<file path="src/rtl/alu_issue_stage.sv">
// Operand/issue stage feeding a combinational ALU: registered opcode/a/b out, x/y captured one edge later and written back.
// Latency: accept at edge N, writeback at N+1, done high for one cycle; cmd_ready low in ISSUE/DONE (one command per 3 cycles).
module alu_issue_stage #(
  parameter int DATA_W = 8,
  parameter int NREGS  = 4,
  parameter int AW     = 2
) (
  input  logic              clk,
  input  logic              rst,
  input  logic              cmd_valid,
  output logic              cmd_ready,
  input  logic [3:0]        cmd_opcode,
  input  logic [AW-1:0]     cmd_rs1,
  input  logic [AW-1:0]     cmd_rs2,
  input  logic [AW-1:0]     cmd_rd,
  input  logic              cmd_wr_y,
  input  logic              ld_valid,
  input  logic [AW-1:0]     ld_addr,
  input  logic [DATA_W-1:0] ld_data,
  output logic [3:0]        alu_opcode,
  output logic [DATA_W-1:0] alu_a,
  output logic [DATA_W-1:0] alu_b,
  input  logic [DATA_W-1:0] alu_x,
  input  logic [DATA_W-1:0] alu_y,
  output logic [DATA_W-1:0] res_x,
  output logic [DATA_W-1:0] res_y,
  output logic              done,
  output logic              busy
);

  localparam logic [1:0] ST_IDLE  = 2'd0;
  localparam logic [1:0] ST_ISSUE = 2'd1;
  localparam logic [1:0] ST_DONE  = 2'd2;

  logic [1:0]        state_q, state_d;
  logic [DATA_W-1:0] regs_q [NREGS];
  logic [DATA_W-1:0] regs_d [NREGS];
  logic [AW-1:0]     rd_q, rd_d;
  logic              wr_y_q, wr_y_d;
  logic [3:0]        opcode_q, opcode_d;
  logic [DATA_W-1:0] a_q, a_d;
  logic [DATA_W-1:0] b_q, b_d;
  logic [DATA_W-1:0] res_x_q, res_x_d;
  logic [DATA_W-1:0] res_y_q, res_y_d;
  logic [AW-1:0]     rd_y;

  // NREGS is 2**AW, so the AW-bit increment wraps NREGS-1 to 0 for free.
  assign rd_y = rd_q + AW'(1);

  always_comb begin
    state_d  = state_q;
    regs_d   = regs_q;
    rd_d     = rd_q;
    wr_y_d   = wr_y_q;
    opcode_d = opcode_q;
    a_d      = a_q;
    b_d      = b_q;
    res_x_d  = res_x_q;
    res_y_d  = res_y_q;

    if (ld_valid) begin
      regs_d[ld_addr] = ld_data;
    end

    case (state_q)
      ST_IDLE: begin
        if (cmd_valid) begin
          // Operands come from regs_q, so a same-edge load is not visible here.
          opcode_d = cmd_opcode;
          a_d      = regs_q[cmd_rs1];
          b_d      = regs_q[cmd_rs2];
          rd_d     = cmd_rd;
          wr_y_d   = cmd_wr_y;
          state_d  = ST_ISSUE;
        end
      end
      ST_ISSUE: begin
        res_x_d      = alu_x;
        res_y_d      = alu_y;
        regs_d[rd_q] = alu_x;
        if (wr_y_q) begin
          regs_d[rd_y] = alu_y;
        end
        state_d = ST_DONE;
      end
      ST_DONE: begin
        state_d = ST_IDLE;
      end
      default: begin
        state_d = ST_IDLE;
      end
    endcase
  end

  always_ff @(posedge clk) begin
    if (rst) begin
      state_q  <= ST_IDLE;
      for (int i = 0; i < NREGS; i++) begin
        regs_q[i] <= '0;
      end
      rd_q     <= '0;
      wr_y_q   <= 1'b0;
      opcode_q <= '0;
      a_q      <= '0;
      b_q      <= '0;
      res_x_q  <= '0;
      res_y_q  <= '0;
    end else begin
      state_q  <= state_d;
      for (int i = 0; i < NREGS; i++) begin
        regs_q[i] <= regs_d[i];
      end
      rd_q     <= rd_d;
      wr_y_q   <= wr_y_d;
      opcode_q <= opcode_d;
      a_q      <= a_d;
      b_q      <= b_d;
      res_x_q  <= res_x_d;
      res_y_q  <= res_y_d;
    end
  end

  assign cmd_ready  = (state_q == ST_IDLE);
  assign busy       = (state_q != ST_IDLE);
  assign done       = (state_q == ST_DONE);
  assign alu_opcode = opcode_q;
  assign alu_a      = a_q;
  assign alu_b      = b_q;
  assign res_x      = res_x_q;
  assign res_y      = res_y_q;

endmodule

</file>
<file path="config.mk">
export PLATFORM = sky130hd
export DESIGN_NAME = alu_issue_stage
export DESIGN_NICKNAME = d
export VERILOG_FILES = /design/src/rtl/alu_issue_stage.sv
export SDC_FILE = /design/constraint.sdc
export NUM_CORES = 1
export LEC_CHECK = 0
export ABC_AREA = 0
export BUFFER_PORTS_ARGS = -buffer_cell sky130_fd_sc_hd__buf_2
export CORE_MARGIN = 2
export CORE_UTILIZATION = 59
export CTS_CLUSTER_DIAMETER = 120
export DETAILED_ROUTE_END_ITERATION = 6
export PLACE_DENSITY = 0.92
export SLEW_MARGIN = 20
export SYNTH_ARGS = -nofsm -noshare
export SYNTH_HDL_FRONTEND = slang
export SYNTH_SLANG_ARGS = --single-unit
</file>
<file path="constraint.sdc">
create_clock -name clk -period 4.16 [get_ports clk]
set_input_delay 1.248 -clock clk [delete_from_list [all_inputs] [get_ports clk]]
set_output_delay 1.248 -clock clk [all_outputs]
set_load 0.05 [all_outputs]
</file>
# Word-level counts from Yosys, hierarchy flattened
# Cells that the tools add are included.
dict set report word_totals {
  output_inout_bits 39
  wordCells 55
  inputBits 41
  ff_bits 73
}
dict set report op_classes {
  reduce_logical 6
  n_eq_ne 3
  n_lt_le_gt_ge 8
  bitwise_logic 5
  n_mux 20
  n_addsub 1
}
# operator n
set ops {}
lappend ops {{32-bit bitwise mux} 3}
lappend ops {{32-bit two-way mux} 3}
lappend ops {{8-bit two-way mux} 7}
lappend ops {{8-bit demux with 2-bit select} 3}
lappend ops {{8-bit binary-select mux with 2-bit select} 2}
lappend ops {{3-bit >= comparator (second input constant)} 5}
lappend ops {{2-bit NOT with 3-bit output} 5}
lappend ops {{3-bit by 1-bit < comparator with 1-bit output (second input constant)} 3}
lappend ops {{2-bit one-hot mux with 2 select lines} 1}
lappend ops {{1-bit logical AND} 3}
lappend ops {{2-bit by 1-bit adder with 2-bit output (second input constant)} 1}
lappend ops {{2-bit by 1-bit equality test with 1-bit output (second input constant)} 1}
lappend ops {{2-bit equality test (second input constant)} 1}
lappend ops {{2-bit logical NOT} 1}
lappend ops {{2-bit two-way mux} 1}
lappend ops {{2-bit inequality test (second input constant)} 1}
lappend ops {{2-bit AND reduction} 1}
lappend ops {{2-bit nonzero test} 1}

# Logic depth before layout (Yosys ltp)
# Gate-level depths: netlist (run 1).
dict set report depth {
  word_depth 11
  depth_mapped 6
}

# Worst setup path before layout (run 1)
# Ideal clock, no wire load.
dict set report synth_timing {
  kind {register to output}
  startpoint {register state_q[1]}
  endpoint {output busy}
  arrival_time_ps 1537
  t_required_ps 2912
  n_path_buf 0
  stages_incl_launch_ff 3
  slack_ps 1375
  path_cell_list {dfxtp_1 nor2_1 inv_1}
}
dict set report synth_between {
  elab_chain_cells 1
}
# element line
set synth_rtl {}
lappend synth_rtl {{start: declaration} 35} ;# logic [1:0] state_q, state_d;
lappend synth_rtl {{start signal: assignment} 109} ;# state_q <= state_d;
lappend synth_rtl {{2-bit nonzero test} 124} ;# assign busy = (state_q != ST_IDLE);
lappend synth_rtl {{end: declaration} 28} ;# output logic busy
# No other way between the ends.

# Worst setup path in the final report (run 1)
dict set report layout_timing {
  startpoint {input ld_addr[1]}
  endpoint {register regs_q[30] (netlist bit)}
}
dict set report layout_between {
  elab_chain_cells 11
  elab_cells_between_ends 12
  cone_classes {order compare: 2; mux: 8; bitwise: 1; reduce/logical: 1}
}
# element line
set layout_rtl {}
lappend layout_rtl {{start: declaration} 18} ;# input logic [AW-1:0] ld_addr,
lappend layout_rtl {{2-bit NOT with 3-bit output (implied by the code) *} 62} ;# regs_d[ld_addr] = ld_data;
lappend layout_rtl {{3-bit >= comparator (implied by the code) / 3-bit by 1-bit < comparator with 1-bit output (equally long branches)} 62}
lappend layout_rtl {{1-bit logical AND (implied by the code)} 62}
lappend layout_rtl {{8-bit two-way mux (implied by the code)} 62}
lappend layout_rtl {{8-bit demux with 2-bit select *} 62}
lappend layout_rtl {{32-bit bitwise mux *} 62}
lappend layout_rtl {{32-bit two-way mux *} 61} ;# if (ld_valid) begin
lappend layout_rtl {{32-bit bitwise mux} 80} ;# regs_d[rd_q] = alu_x;
lappend layout_rtl {{32-bit bitwise mux} 82} ;# regs_d[rd_y] = alu_y;
lappend layout_rtl {{32-bit two-way mux} 81} ;# if (wr_y_q) begin
lappend layout_rtl {{32-bit two-way mux *} 65} ;# case (state_q)
lappend layout_rtl {{end signal: indexed assignment} 111} ;# regs_q[i] <= regs_d[i];
lappend layout_rtl {{end: declaration} 36} ;# logic [DATA_W-1:0] regs_q [NREGS];
# Every way passes the cells marked *; elsewhere a longest branch is shown, timed or not.
# A chain may end at the register's enable or synchronous reset.

==> results by group, run 1 <==
Run status
  – Outcome: finished clean

Clocking
  – Post-CTS setup buffer count: 0
  – CTS Buf Count: 9
  – Hold buffer count at CTS: 0
  – # clock sinks: 73
  – CTS resizes: 0
  – TritonCTS clock tree: built
  – Max Buffers Root-to-Sink: 2
  – Clk root buf: clkbuf_8
  – H-tree depth: 3
  – Clk slew on worst S/H paths: roughly 70 ps
  – Clk_lat worst skew: about 330 ps

Run
  – Max-cap violations: 0

Floorplanning
  – Row cnt: 28
  – Overall die area: 6889 µm²
  – Core box area: approximately 6000 µm²
  – Die width: 83 µm
  – I/O pins: 80
  – Initial Util: 0.6147
  – Die H: 83 µm

GRT
  – Initial antenna violation count: 0
  – Total GRT Usage: 0.2724
  – First-pass GRT wire length: 15.44 mm
  – Total grt overflow: 0
  – Largest net degree at the start of global routing: 53
  – Vias in the first global route: 3251

Synthesis
  – Number of synthesized register bits: between 70 and 80
  – Net Count, Synth: 434
  – Synthesized cell area: 3682 µm²
  – Synth unique cells: 43
  – Top post-synthesis cells by count: nand2_1, dfxtp_1, a21oi_1
  – Synth Instances: ~390
  – Post-synth EDFFs: 0
  – Ys async rst share: 0
  – Yosys warns: 0
  – Post-synth top area share: 0.3969
  – Post-synth top area cell: dfxtp_1
  – Top-count cell post-synth: nand2_1
  – Syn Area/Cell: 9.370 µm²
  – Sequential area share after synthesis: 0.3969
  – Main synth FF type: dfxtp_1
  – Top cells by area, synth: dfxtp_1, mux4_2, nand2_1

Timing
  – Hold WS: 450.4 ps
  – Final Max Tran Viols: 0
  – Relative max-transition margin: 0.3189
  – Clock Skew: 6.894 ps
  – RSZ-0062 raised after global routing: false
  – Final setup TNS: 0 ps
  – Period Utilization, post-route: 0.6135
  – Final setup viols: 0
  – Least-Margin Pin Slew: 1022 ps
  – Final hold violations: 0
  – Max Fclk: 0.3918 GHz
  – Minimum clock period: 2552 ps

Detailed routing
  – Met3 Wirelength: 886 µm
  – Initial drt markers: 262
  – Vias/cell: between 6 and 7
  – DR top layer: met4
  – DRT antenna net count: 0
  – Final WL: about 9.3 mm
  – Routed length per instance: about 18 µm
  – Pre-antenna DRT Iters: 5
  – Metal1 wirelength: 3.914 mm
  – DRC: 0
  – Met2 WL: 4.374 mm
  – Vias: roughly 3.3k

Final layout
  – Fraction of layout cells with a size suffix above 1: 0.3202
  – Post-route design area: 4183 µm²
  – Area growth syn-to-layout: 13.59%
  – Core Util, Final: 0.6982
  – # diodes: 0
  – Layout Nets: about 500

Place
  – Placed Instance Area: around 4000 µm²
  – Routability cong.: 0.9164
  – Final HPWL DP: ~6.8 mm
  – Port buffer count: 79

Critical path
  – CP Capture Type: register
  – Critical Path RT: 4380 ps
  – Max incr delay on CP: approximately 700 ps
  – Flop2flop setup slack: 2370 ps
  – Critical path type: in -> reg
  – Critical Path Start: ld_addr[1]
  – Arr. time, crit path: 2780 ps
  – Startpoint Class: primary input
  – Slowest cell on crit path: nor3b_2
  – Critical Path Fanout Max: 8
  – Cell Chain, Critical Path: buf_2, nor3b_2, mux2_2, a22oi_1, nor2_1
  – Reg2reg path depth: 4
  – Crit Reg-Reg Endpoint: regs_q[11]$_SDFF_PP0_
  – Worst r2r src: rd_q[1]$_SDFFE_PP0P_

Power and ir drop
  – PwrDens: 362.3 nW/µm²
  – Pwr Total: around 1500 µW
  – VDD IR max: roughly 0.00023 V
  – Leak: 0.001696 µW

Worst hold path
  – HP Class: reg -> reg
  – Hold Path Origin: res_y[4]$_SDFFE_PP0N_
  – Hold EP: res_y[4]$_SDFFE_PP0N_
  – Hold Path Stages: 2
## worst max-delay path, delay by kind of cell
kind,cells,cell delay [ps]
buffers and inverters,1,130
multiplexers,1,420
AO/OA/AOI/OAI,1,210
AND/OR/NAND/NOR,2,770
## worst max path at each step
stage,to
4_1_cts,regs_q[30]$_SDFF_PP0_
6_report,regs_q[30]$_SDFF_PP0_
5_1_grt,regs_q[30]$_SDFF_PP0_
3_3_place_gp,regs_q[30]$_SDFF_PP0_
2_1_floorplan,busy
3_5_place_dp,regs_q[30]$_SDFF_PP0_
## report_power, final
part	internal [µW]	switching (µW)
Sequential	734	31.3
Clock	223	244
Combinational	104	180
## placed cells by master (no fill, tap or decap), types with 3 or more instances in the layout
master and n:
nor3_1 12, buf_4 3, o221a_1 7, a2111oi_1 5
nor2b_1 5, nand2_1 81, mux2i_1 17, a2111oi_2 7
dfxtp_1 73, a21oi_1 53, clkbuf_8 10, nor2_1 27
buf_2 79, o221a_2 5, mux2_2 16, mux4_2 16
## cells by family after synthesis
logic type / count (synthesis) / synth area share
DFF: 73 / 0.3969
muxes: 49 / 0.1930
buffers and inverters: 34 / 0.04587
AOI/OAI and AO/OA: 92 / 0.1862
and+or+nand+nor: 145 / 0.1781
## state kept, by name (all words and copies together) (netlist names)
register    count
alu_a           8
alu_b           8
alu_opcode      4
rd_q            2
regs_q         32
res_x           8
res_y           8
state_q         2
wr_y_q          1
## metrics by stage
step,instances,setup WS (ps)
after floorplan,393,1375
final,531,1608
after CTS,531,1650
after global routing,531,1546
after detailed placement,518,1348
after global placement,518,1428
## per-layer routing
metal  GRT usage  vias up
met5           0        -
met4      0.1311        0
met3     0.04871       23
met2      0.4289      212
met1      0.3631     1546
li1            -     1554
## final cells by class
cell class                      count  area, µm²
Multi-Input combinational cell    286       2052
Fill cell                         449       1808
Tap cell                           75      93.84
Timing Repair Buffer               82      417.9
Sequential cell                    73       1461
Clock inverter                      1      5.005
Clock buffer                       12      145.1
Inverter                            2      7.507
(Power assumes the default switching activity.)
==> inputs of run 2 (changes only) <==
Settings changed: CORE_UTILIZATION 59 to 54, PLACE_DENSITY 0.92 to 0.85.
Clock period 4.16 ns to 2.7 ns, I/O delays scaled along.
==> run 2 against run 1 <==
Effect of this change: clock power grew 57%; design area grew 0.93%; largest cell class unchanged; routed wire length shrank 4.2%; clock-buffer cell count is the same; utilization shrank 6.6 points; sequential cell count is the same; critical path type is now reg -> out; clock skew grew 1.4 ps; die area grew 8.8%; sequential share of layout area shrank 0.32 points; setup slack lost 950 ps.
==> results by group, run 2 (same netlist as run 1, synthesis figures left out) <==
Clocking
  – Post-CTS setup buffer count: 0
  – CTS resizes: 0
  – Clk root buf: clkbuf_8
  – # clock sinks: 73
  – Clk_lat worst skew: approximately 340 ps
  – Max Buffers Root-to-Sink: 2
  – CTS Buf Count: 9
  – TritonCTS clock tree: built
  – Hold buffer count at CTS: 0
  – H-tree depth: 3
  – Clk slew on worst S/H paths: 70 ps

Detailed routing
  – DRT antenna net count: 0
  – Initial drt markers: between 150 and 200
  – Vias: 3183
  – Vias/cell: 5.905
  – Routed length per instance: about 17 µm
  – Final WL: 8.950 mm
  – DRC: 0
  – Pre-antenna DRT Iters: 5

Floorplanning
  – Die H: 86.58 µm
  – Row cnt: 30
  – Core box area: approximately 6700 µm²
  – Initial Util: 0.5511
  – I/O pins: 80
  – Die width: 86.58 µm
  – Overall die area: 7495 µm²

Final layout
  – Commonest non-fill, non-tap cell in the layout: nand2_1
  – Seq. cell area: 1461 µm²
  – Fraction of layout cells with a size suffix above 1: 0.3246
  – Fillers: about 580
  – Multi-input logic area: 2052 µm²
  – Non-filler cells, final: 539
  – # diodes: 0
  – Biggest register: regs_q
  – Layout Nets: 496
  – Max reg flops: 32
  – Post-route design area: between 4000 and 5000 µm²
  – Area growth syn-to-layout: 14.64%
  – Most frequent cells in the layout: nand2_1, buf_2, dfxtp_1, a21oi_1, nor2_1

Timing
  – Clock Skew: 8.322 ps
  – Minimum clock period: 2041 ps
  – RSZ-0062 raised after global routing: false
  – Relative max-transition margin: 0.4906
  – Final setup TNS: 0 ps
  – Max Fclk: 0.4899 GHz
  – Final Max Tran Viols: 0
  – Least-Margin Pin Slew: 764.1 ps
  – Final setup viols: 0
  – Crit path setup slack, layout: between 600 and 700 ps
  – Final hold violations: 0
  – Period Utilization, post-route: 0.7560

Power and ir drop
  – Internal Power: about 1600 µW
  – Logic pwr share: 0.184
  – Pwr Total: 2347 µW
  – PwrDens: 556.0 nW/µm²
  – Sw Share: 0.2995
  – VDD IR max: 0.0003860 V
  – Clk pwr share: 0.313
  – Psw: 703.0 µW
  – Leak: roughly 0.0017 µW
  – Sequential share of power: 0.503

Critical path
  – Critical Path RT: ~1900 ps
  – Max incr delay on CP: roughly 350 ps
  – CP Capture Type: primary output
  – Startpoint Class: register
  – Cell Chain, Critical Path: nor2_1, buf_2
  – Slowest cell on crit path: dfxtp_1
  – Arr. time, crit path: 1230 ps
  – Critical path type: reg -> out
  – Critical Path Fanout Max: 6

Place
  – Pre-CTS setup slack: 482.3 ps
  – Final HPWL DP: 6.709 mm
  – Port buffer count: 79
  – Placed Instance Area: between 4000 and 5000 µm²
  – Routability cong.: 0.8696
  – Cell Count Post-Placement: around 520

Run status
  – Outcome: finished clean

GRT
  – Total GRT Usage: 0.2470
  – Vias in the first global route: 3047
  – First-pass GRT wire length: about 14 mm
  – Initial antenna violation count: 0
  – Largest net degree at the start of global routing: 55
  – Total grt overflow: 0

Worst hold path
  – HP Class: reg -> reg

Run
  – Max-cap violations: 0
-- run 2: final cells by class --
cell class              count  share of cell area
inverters                   2            0.001778
clock buffers              12             0.03438
multi-input cells         286              0.4861
repair buffers             83              0.1037
flip-flops and latches     73              0.3462
clock inverters             3            0.004149
well taps                  80             0.02371
-- run 2: worst max-delay path, delay by kind of cell, from the launching register on --
| kind | cells | cell delay (ps) |
|---|---|---|
| buffers and inverters | 1 | 310 |
| DFF | 1 | 350 |
| and+or+nand+nor | 1 | 230 |
-- run 2: per-layer routing --
| metal | GRT usage | routed length [µm] | vias to the layer above |
|---|---|---|---|
| met4 | 0.09233 | 122 | 0 |
| met2 | 0.4126 | 4450 | 104 |
| met1 | 0.3164 | 3858 | 1513 |
| li1 | - | - | 1555 |
| met3 | 0.05048 | 519 | 11 |
| met5 | 0 | 0 | - |
-- run 2: through the flow --
step | hold WS [ps] | util
2_1_floorplan | 543.2 | -
3_3_place_gp | 439.4 | 0.6075
3_5_place_dp | 444.1 | 0.6075
4_1_cts | 453.6 | 0.6318
5_1_grt | 480.6 | 0.6318
6_report | 452.4 | 0.6318
-- run 2: power by group through the flow --
| stage | clock network (µW) | logic [µW] | registers [µW] |
|---|---|---|---|
| floorplan | 0 | 258 | 1260 |
| global placement | 0 | 419 | 1200 |
| detailed placement | 0 | 431 | 1200 |
| CTS | 747 | 431 | 1180 |
| global route | 791 | 465 | 1190 |
| finish | 735 | 432 | 1180 |
-- run 2: worst paths after layout --
check                                from               endpoint  slack, ps  depth (start not counted)
setup reg to reg     rd_q[1]$_SDFFE_PP0P_  regs_q[17]$_SDFF_PP0_        840                          3
hold / removal      alu_b[0]$_SDFFE_PP0P_  alu_b[0]$_SDFFE_PP0P_        450                          2
hold reg to reg     alu_b[0]$_SDFFE_PP0P_  alu_b[0]$_SDFFE_PP0P_        450                          2
setup / recovery  state_q[1]$_SDFFE_PP0P_              cmd_ready        660                          2
==> inputs of run 3 (changes only) <==
Settings changed: CORE_UTILIZATION 54 to 49, PLACE_DENSITY 0.85 to 0.82.
Clock period 2.7 ns to 1.7 ns, I/O delays scaled along.
==> run 3 against run 2 <==
Effect of this change: largest cell class unchanged; combinational power increased by 68%; clock-buffer cell count shrank 1; critical path type unchanged; register-to-register slack worse by 690 ps; critical path depth is the same; sequential share of layout area down 1.2 points; total power grew 63%; highest routed layer unchanged; global-route usage down 2.1 points.
==> results by group, run 3 (same netlist as run 1, synthesis figures left out) <==
Run status
  – Outcome: finished clean

Clocking
  – # clock sinks: 73
  – TritonCTS clock tree: built
  – Clk_lat worst skew: ~350 ps
  – Max Buffers Root-to-Sink: 2
  – Clk root buf: clkbuf_8
  – Clk slew on worst S/H paths: 80 ps
  – CTS Buf Count: 9
  – Post-CTS setup buffer count: 0
  – H-tree depth: 3

Place
  – Cell Count Post-Placement: 557
  – Routability cong.: 0.8948
  – Final HPWL DP: slightly above 7 mm
  – Port buffer count: 79
  – Placed Instance Area: 4210 µm²
  – Pre-CTS setup slack: -42.88 ps

Final layout
  – Commonest non-fill, non-tap cell in the layout: nand2_1
  – Post-route design area: 4389 µm²
  – Area growth syn-to-layout: 19.20%
  – Non-filler cells, final: between 500 and 600
  – Layout Nets: 510
  – Max reg flops: 32
  – Biggest register: regs_q
  – Fraction of layout cells with a size suffix above 1: 0.3586
  – Most frequent cells in the layout: nand2_1, buf_2, dfxtp_1, a21oi_1, nor2_1
  – # diodes: 0

Critical path
  – Arr. time, crit path: 1140 ps
  – Critical Path Start: state_q[1]$_SDFFE_PP0P_
  – Startpoint Class: register
  – Crit Reg-Reg Endpoint: regs_q[14]$_SDFF_PP0_
  – CP Capture Type: primary output
  – Critical Path Fanout Max: 6
  – Critical path type: reg -> out
  – Crit path to: cmd_ready
  – Reg2reg path depth: 4
  – Worst r2r src: rd_q[0]$_SDFFE_PP0P_
  – Flop2flop setup slack: 150 ps
  – Critical Path RT: 1190 ps

Floorplanning
  – I/O pins: 80
  – Row cnt: 31
  – Die width: 90.69 µm
  – Initial Util: 0.5077
  – Core box area: 7253 µm²
  – Overall die area: 8225 µm²
  – Die H: about 91 µm

GRT
  – Vias in the first global route: 3059
  – Total GRT Usage: 0.2260
  – Largest net degree at the start of global routing: 33
  – First-pass GRT wire length: 14.88 mm
  – Total grt overflow: 0
  – Initial antenna violation count: 0

Timing
  – Final setup TNS: 0 ps
  – Period Utilization, post-route: 0.9681
  – Least-Margin Pin Slew: 589.9 ps
  – Relative max-transition margin: 0.6059
  – Hold WS: 398.7 ps
  – Max Fclk: 0.6076 GHz
  – Minimum clock period: 1646 ps
  – Final hold violations: 0
  – Final setup viols: 0
  – Final Max Tran Viols: 0
  – Clock Skew: between 7 and 8 ps
  – Crit path setup slack, layout: about 54 ps
  – RSZ-0062 raised after global routing: false

Detailed routing
  – Pre-antenna DRT Iters: 4
  – Initial drt markers: 240
  – Routed length per instance: between 15 and 20 µm
  – Vias: 3219
  – DRT antenna net count: 0
  – Final WL: 9.136 mm
  – DRC: 0
  – Vias/cell: ~5.6

Power and ir drop
  – PwrDens: 869.8 nW/µm²
  – Leak: 0.001796 µW
  – VDD IR max: ~0.00065 V

Worst hold path
  – HP Class: in -> reg
  – Hold Path Stages: 3

Run
  – Max-cap violations: 0
## run 3: worst min path at each step
stage / from / end / slack, ps
CTS: cmd_opcode[2] / alu_opcode[2]$_SDFFE_PP0P_ / 400
detailed placement: res_x[3]$_SDFFE_PP0N_ / res_x[3]$_SDFFE_PP0N_ / 450
floorplan: regs_q[31]$_SDFF_PP0_ / regs_q[31]$_SDFF_PP0_ / 540
global placement: alu_opcode[1]$_SDFFE_PP0P_ / alu_opcode[1]$_SDFFE_PP0P_ / 440
global route: cmd_rd[1] / rd_q[1]$_SDFFE_PP0P_ / 400
finish: cmd_wr_y / wr_y_q$_SDFFE_PP0P_ / 400
## run 3: critical path, cell delays in order (launching register included)
cell     delay (ps)
dfxtp_2         370
nor2_4          150
buf_2           280
## run 3: area by class of cell
cell class / count / area [µm²]
well taps: 99 / 123.9
flip-flops and latches: 73 / 1465
inverters: 2 / 7.507
clock buffers: 11 / 141.4
clock inverters: 5 / 31.28
multi-input cells: 286 / 2062
fillers: 647 / 2864
repair buffers: 97 / 558.0
## run 3: where the power goes
| group | leakage [µW] | switching [µW] | total [µW] | internal [µW] |
|---|---|---|---|---|
| Sequential | 0.000596 | 71.1 | 1870 | 1800 |
| Clock | 0.0000891 | 659 | 1220 | 565 |
| Combinational | 0.00111 | 443 | 726 | 283 |
## run 3: timing repair
item,in CTS,in global routing
hold buffers,0,0
resized for setup,3,1
endpoints found under the hold margin,0,0
endpoints found under the setup margin,3,2
## run 3: per-stage QoR
stage	utilization	power, µW
2_1_floorplan	-	2409
3_5_place_dp	0.5805	2628
4_1_cts	0.6050	3828
6_report	0.6051	3818
3_3_place_gp	0.5805	2607
5_1_grt	0.6051	3977
## run 3: layer usage
metal | vias up | GRT usage | wire length, µm
met4 | 0 | 0.09744 | 160
met5 | - | 0 | 0
li1 | 1576 | - | -
met3 | 17 | 0.03506 | 658
met1 | 1494 | 0.3037 | 4150
met2 | 132 | 0.3613 | 4166
